$ cat config.mk
export PLATFORM = sky130hd
export DESIGN_NAME = sfp_seq
export DESIGN_NICKNAME = d
export VERILOG_FILES = /design/src/rtl/sfp_pkg.sv /design/src/rtl/sfp_lane_sign.sv /design/src/rtl/sfp_seq.sv
export SDC_FILE = /design/constraint.sdc
export NUM_CORES = 1
export LEC_CHECK = 0
export ABC_AREA = 1
export CAP_MARGIN = 30
export CORE_AREA = 5 5 250 252
export CTS_CLUSTER_DIAMETER = 80
export DETAILED_ROUTE_END_ITERATION = 7
export DIE_AREA = 0 0 255 257
export PLACE_DENSITY = 0.6
export REMOVE_ABC_BUFFERS = 1
export SYNTH_ARGS = -nofsm -noshare
export SYNTH_HDL_FRONTEND = slang
export SYNTH_HIERARCHICAL = 1
export SYNTH_SLANG_ARGS = --single-unit
$ cat constraint.sdc
create_clock -name clk -period 2.4 [get_ports clk]
set_input_delay 0.36 -clock clk [delete_from_list [all_inputs] [get_ports clk]]
set_output_delay 0.36 -clock clk [all_outputs]
set_load 0.03 [all_outputs]
$ cat src/rtl/sfp_pkg.sv
// sfp_pkg: shared sfp_row inst encodings and sequencer states
package sfp_pkg;
  localparam logic [1:0] INST_IDLE = 2'b00;
  localparam logic [1:0] INST_ACC  = 2'b10;
  localparam logic [1:0] INST_DIV  = 2'b01;
  typedef enum logic [2:0] {IDLE, ACC, DIV, WAIT, HOLD} state_t;
endpackage

$ cat src/rtl/sfp_lane_sign.sv
// sfp_lane_sign: restores the sign of one lane by conditional two's-complement negate
module sfp_lane_sign #(
  parameter int W = 20
) (
  input  logic         neg,
  input  logic [W-1:0] mag,
  output logic [W-1:0] y
);
  always_comb y = neg ? ~mag + 1'b1 : mag;
endmodule

$ cat src/rtl/sfp_seq.sv
// sfp_seq: sequences one psum row through sfp_row (ACC, DIV) and returns the sign-restored row
module sfp_seq import sfp_pkg::*; #(
  parameter int col     = 8,
  parameter int bw      = 8,
  parameter int bw_psum = 2*bw+4,
  parameter int DIV_LAT = 1,
  parameter int CNT_W   = 8
) (
  input  logic                   clk,
  input  logic                   reset,
  input  logic                   in_valid,
  output logic                   in_ready,
  input  logic [col*bw_psum-1:0] in_data,
  output logic [1:0]             inst,
  output logic [col*bw_psum-1:0] sfp_in,
  input  logic [col*bw_psum-1:0] sfp_out,
  output logic                   out_valid,
  input  logic                   out_ready,
  output logic [col*bw_psum-1:0] out_data,
  output logic                   out_zero,
  output logic                   busy,
  output logic [CNT_W-1:0]       row_cnt
);
  localparam int WC_W = (DIV_LAT > 1) ? $clog2(DIV_LAT) : 1;
  state_t                 state;
  logic [col-1:0]         sign_q;
  logic [col-1:0]         msb;
  logic [WC_W-1:0]        wcnt;
  logic [col*bw_psum-1:0] signed_out;
  logic                   accept;
  logic                   done;
  genvar k;
  generate
    for (k = 0; k < col; k++) begin : g_lane
      assign msb[k] = in_data[bw_psum*(k+1)-1];
      sfp_lane_sign #(.W(bw_psum)) u_sign (
        .neg (sign_q[k]),
        .mag (sfp_out[bw_psum*k +: bw_psum]),
        .y   (signed_out[bw_psum*k +: bw_psum])
      );
    end
  endgenerate
  always_comb begin
    out_valid = state == HOLD;
    busy      = state != IDLE;
    done      = out_valid && out_ready;
    in_ready  = (state == IDLE) || done;
    accept    = in_valid && in_ready;
  end
  always_ff @(posedge clk or negedge reset) begin
    if (!reset) begin
      state    <= IDLE;
      inst     <= INST_IDLE;
      sfp_in   <= '0;
      out_data <= '0;
      out_zero <= 1'b0;
      sign_q   <= '0;
      wcnt     <= '0;
      row_cnt  <= '0;
    end else begin
      inst <= INST_IDLE;
      if (done) row_cnt <= row_cnt + 1'b1;
      case (state)
        IDLE, HOLD: begin
          if (accept) begin
            sfp_in <= in_data;
            sign_q <= msb;
            if (in_data == '0) begin
              out_data <= '0;
              out_zero <= 1'b1;
              state    <= HOLD;
            end else begin
              inst  <= INST_ACC;
              state <= ACC;
            end
          end else if (done) begin
            state <= IDLE;
          end
        end
        ACC: begin
          inst  <= INST_DIV;
          state <= DIV;
        end
        DIV: begin
          wcnt  <= WC_W'(DIV_LAT - 1);
          state <= WAIT;
        end
        WAIT: begin
          if (wcnt == '0) begin
            out_data <= signed_out;
            out_zero <= 1'b0;
            state    <= HOLD;
          end else begin
            wcnt <= wcnt - 1'b1;
          end
        end
        default: state <= IDLE;
      endcase
    end
  end
endmodule

Word-level counts from Yosys, hierarchy flattened
Cells that the tools add are included.
{"block": "word_totals", "register_bits": 343, "latchBits": 0, "ram_bits": 0, "romBits": 0, "wordCells": 72, "memories": 0}
{"block": "classes", "addsub": 10, "multipliers": 0, "div": 0, "magnitude_cmp": 0, "eq_ne": 8, "shift": 0, "mux": 26, "n_bitwise": 8, "reduce_logical": 12}
{"op": "$mux 160", "count": 3}
{"op": "$pmux 160 s2", "count": 1}
{"op": "$add 20x1->20 const B", "count": 8}
{"op": "$logic_not 160->1", "count": 1}
{"op": "$mux 20", "count": 8}
{"op": "$not 20->20", "count": 8}
{"op": "$mux 3", "count": 4}
{"op": "$pmux 3 s4", "count": 1}
{"op": "$add 8x1->8 const B", "count": 1}
{"op": "$eq 3x2->1 const B", "count": 2}
{"op": "$ne 2x2->1 const B", "count": 3}
{"op": "$mux 1", "count": 4}
{"op": "$mux 2", "count": 2}
{"op": "$pmux 1 s2", "count": 2}
{"op": "$pmux 2 s2", "count": 1}
{"op": "$reduce_and 2->1", "count": 2}
{"op": "$reduce_and 4->1", "count": 1}
{"op": "$reduce_bool 2->1", "count": 2}
{"op": "$eq 3x1->1 const B", "count": 1}
{"op": "$eq 3x3->1 const B", "count": 1}
{"op": "$logic_not 3->1", "count": 1}
{"op": "$ne 3x3->1 const B", "count": 1}
{"op": "$reduce_bool 3->1", "count": 1}
{"op": "$logic_and 1x1->1", "count": 2}
{"op": "3 further kinds", "count": 3}

Longest topological paths before layout
{"block": "depth", "depth_word": 6, "ltp_mapped": 12, "mapped_depth_nobuf": 11}

By module
The synthesis kept the hierarchy.
{"module": "sfp_seq", "instances": 1, "cells_per_inst": 1557, "area_per_inst_um2": 13400.4, "seq_area_each_um2": 8358.0}
{"module": "sfp_lane_sign (g_lane[0].u_sign ...)", "instances": 7, "cells_per_inst": 114, "area_per_inst_um2": 591.8, "seq_area_each_um2": 0.0}
{"module": "sfp_lane_sign (g_lane[5].u_sign)", "instances": 1, "cells_per_inst": 112, "area_per_inst_um2": 571.8, "seq_area_each_um2": 0.0}

Least setup slack after synthesis
Ideal clock, no wire load.
{"block": "synth_timing", "kind": "flip-flop to flip-flop", "from": "register state[1]", "to": "register row_cnt[7]", "arrival_time_ns": 1.754, "setup_slack_ns": 0.514, "path_stages_with_launch": 8, "synth_period_minus_slack_ns": 1.886, "path_cell_list": "dfrtp_1 nor3_2 nand2_1 nor2_1 nand3_1 nor2_1 nand2_1 xnor2_1"}
{"block": "synth_via", "elab_chain_cells": 2}
{"item": "start, declared", "line_no": "sfp_seq.sv:25", "source": "state_t state;"}
{"item": "start signal, assigned", "line_no": "sfp_seq.sv:52", "source": "state <= IDLE;"}
{"item": "start signal, assigned", "line_no": "sfp_seq.sv:71", "source": "state <= HOLD;"}
{"item": "start signal, assigned", "line_no": "sfp_seq.sv:74", "source": "state <= ACC;"}
{"item": "$eq 3x3->1", "line_no": "sfp_seq.sv:44", "source": "out_valid = state == HOLD;"}
{"item": "net out_valid", "line_no": "sfp_seq.sv:17", "source": "output logic out_valid,"}
{"item": "$logic_and 1x1->1", "line_no": "sfp_seq.sv:46", "source": "done = out_valid && out_ready;"}
{"item": "end signal, assigned", "line_no": "sfp_seq.sv:62", "source": "if (done) row_cnt <= row_cnt + 1'b1;"}
{"item": "end, declared", "line_no": "sfp_seq.sv:22", "source": "output logic [CNT_W-1:0] row_cnt"}
The timed path passes the listed nets, and every way through them passes these cells.
A chain may end at the register's enable or synchronous reset.

Final worst setup path
{"block": "layout_timing", "from": "register sfp_in[99]", "to": "output sfp_in[99]"}
{"item": "start, declared", "line_no": "sfp_seq.sv:15", "source": "output logic [col*bw_psum-1:0] sfp_in,"}
{"item": "start signal, assigned", "line_no": "sfp_seq.sv:66", "source": "sfp_in <= in_data;"}
No word-level cell between the ends.

==> results.yml <==
power:
  netSwitchingFraction_pct: 46.07
  p_switching_w: 0.01696
  power_leakage_nw: 13.03
  clkPwrFrac_pct: 17.7
  power_density_nw_per_um2: 1357
  power_w: 0.03681
  peakVddDrop_uv: 792.0
  p_seq_share_pct: 26.9
  p_comb_share_pct: 55.4
  p_int_w: 0.01985
sta:
  fmax_ghz: 0.4407
  relSlewSlack_pct: 33.94
  slew_violations: 0
  period_share_pct: 94.55
  fin_skew_ps: 19.88
  setup_viol: 0
  fin_crit_ps: 2269
  fin_ws_ps: 130.8
  tightestPinTransition_ps: 990.9
  finalHoldViolations: 0
  rsz0062_at_grt: "no"
  tns_ps: 0
setup_path:
  path_cells: "clkdlybuf4s50_1"
  criticalPathCategory: "reg2out"
  crit_path_end_kind: "primary output"
  cp-start-kind: "flip-flop"
  rrSetupSlack_ps: 510
  critical_path_arrival_ps: 1910
  path_buf_inv: 1
  cpLargestDelayFamily: "buffers and inverters"
  slowest_stage: "clkdlybuf4s50_1"
  worstPathRequired_ps: 2040
  crit_fanout: 8
  slowest_delay_ps: 790
synth:
  syn_area_um2: 18110
  synth_cell_types: 30
  seq_area_frac_synth_pct: 46.14
  synth-async-reset-ratio_pct: 100.0
  synth-seq-cells: 334
  synth_edf_count: 0
  ys_warn_count: 6
  avgSynthCellArea_um2: 7.343
  synthCells: 2467
  synth_ff_type: "dfrtp_1"
grt:
  grt_remaining_overflow: 0
  grt_start_max_net_pins: 162
  grt_pass1_vias: 17960
  antenna_found_initial: 6
  grt_pass1_wl_mm: 108.7
  track_usage_pct: 21.25
place:
  place.gp.congestion: 0.9244
  hpwl_mm: 56.27
  port_buffers: 657
  pre_cts_ws_ps: -234.7
clock_network:
  clock_path_buffers: 3
  clkLatencyLatePin_ps: 570
  cts_buffers: 44
  cts_setup_buffers: 0
  clock_sinks: 334
  clk_pin_slew_worst_paths_ps: 60
  htreeDepth: 2
  cts_root_buf: "clkbuf_16"
  cts_tree: "yes"
run:
  drv_cap: 0
drt:
  finalWirelength_mm: 72.59
  vias: 18160
  dr.first_iter.drc_count: 1012
  antenna_left: 0
  vias_per_cell: 4.615
  wl_per_cell_um: 18.45
  drc: 0
  drtPass1Iterations: 5
run_status:
  status: "completed"
final_layout:
  final_nets: 3453
  syn2layout_area_growth_pct: 49.71
  drive_gt1_share_pct: 6.800
die:
  die_h_um: 257
  die_area_um2: 65540
  initial_core_util_pct: 30.24
  ios: 658
  core_area_um2: 59910
  rows: 90
  die_w_um: 255
worst_hold_path:
  min-delay-path-class: "in2async"
==> layer usage <==
metal | share of wire [%] | wire length, um | up-vias | global-route usage (%)
met4 | 3.9 | 2867 | 0 | 8.264
met2 | 48 | 34990 | 568 | 35.77
met1 | 40 | 29290 | 8422 | 25.69
met5 | 0 | 0 | - | 0
li1 | - | - | 9053 | -
met3 | 7.5 | 5438 | 116 | 6.059
==> synth_stat cells, types with 9 or more instances <==
master | number | share of area (%)
inv_1 | 85 | 1.8
xor2_1 | 45 | 2.2
nand2_2 | 14 | 0.48
o21bai_1 | 9 | 0.37
nand3b_1 | 30 | 1.2
nand3_1 | 281 | 7.8
nor2_4 | 32 | 2.0
xnor2_1 | 27 | 1.3
buf_4 | 16 | 0.66
nor2_2 | 10 | 0.35
buf_2 | 34 | 0.94
clkbuf_1 | 35 | 0.73
nor2_1 | 231 | 4.8
o21ai_0 | 51 | 1.4
buf_6 | 16 | 0.99
nand2_4 | 9 | 0.56
ha_1 | 9 | 0.62
nand2_1 | 1137 | 24
nand4_1 | 21 | 0.73
dfrtp_1 | 334 | 46
==> flip-flops by register name, summed over array words and instances (netlist names) <==
name	count
inst	2
out_data	160
row_cnt	8
sign_q	1
state	3
out_zero	1
sfp_in	159
==> stage by stage <==
step                      cell area [um^2]  hold WS [ps]  utilization [%]  instances
after global placement               25680         335.1            42.87       3855
final                                27120         327.1            45.27       3935
after global routing                 27120         345.5            45.27       3935
after floorplan                      17480         64.41                -       2358
after detailed placement             25680         337.7            42.87       3855
after CTS                            27100         295.1            45.24       3929
==> cells by family (layout without fill, tap and decap cells) <==
logic type | Yosys count | in the layout | share of synthesized area, %
multiplexers | 1 | 1 | 0.06216
flip-flops | 334 | 334 | 46.14
AO/OA/AOI/OAI | 70 | 70 | 2.224
buffers and inverters | 205 | 885 | 5.574
other | 0 | 6 | 0
AND/OR/NAND/NOR | 1776 | 1776 | 41.90
adder cells (fa/ha/maj) | 9 | 9 | 0.6216
XOR/XNOR | 72 | 72 | 3.481
==> cell type report <==
type	count	area, um^2
clock buffers	60	1241
diodes	6	15.01
flip-flops and latches	334	8358
repair buffers	716	7201
clock inverters	13	171.4
well taps	782	978.4
multi-input cells	1928	8770
inverters	96	385.4
fillers	6051	32790
==> cell usage in the layout, fill, tap and decap left out, types with 10 or more instances in the layout <==
cell	count
dfrtp_1	334
nor2_4	32
clkbuf_16	44
nand3_1	281
nor2_1	231
nand2_4	10
buf_12	14
nand2_2	14
nand3b_1	30
nand4_1	21
clkdlybuf4s50_1	653
xnor2_1	27
nor2_2	10
xor2_1	45
nand2_1	1136
inv_1	85
o21ai_0	51
buf_4	45
==> timing repair <==
action	CTS	global route
hold buffers	1	0
resized for setup	1	1
hold endpoints to repair	40	0
setup endpoints to repair	1	1
==> final timing paths <==
check	startpoint	end	cells after the start
setup / recovery	sfp_in[99]$_DFFE_PN0P_	sfp_in[99]	1
hold / removal	reset	sfp_in[140]$_DFFE_PN0P_	2
setup reg to reg	state[1]$_DFFE_PN0P_	out_data[133]$_DFFE_PN0P_	9
hold reg to reg	row_cnt[7]$_DFFE_PN0P_	row_cnt[7]$_DFFE_PN0P_	1
max in group asynchronous	reset	sfp_in[81]$_DFFE_PN0P_	4
min in group clk	in_data[107]	sfp_in[107]$_DFFE_PN0P_	3
==> power groups by stage <==
stage	Clock [W]	Combinational (W)	Sequential, W
after floorplan	0	0.00663	0.0149
after global placement	0	0.0204	0.00995
after detailed placement	0	0.0206	0.00990
after CTS	0.00676	0.0206	0.00992
after global routing	0.00696	0.0220	0.0102
final	0.00652	0.0204	0.00989
Note: power is estimated with default switching activity, not from simulation.
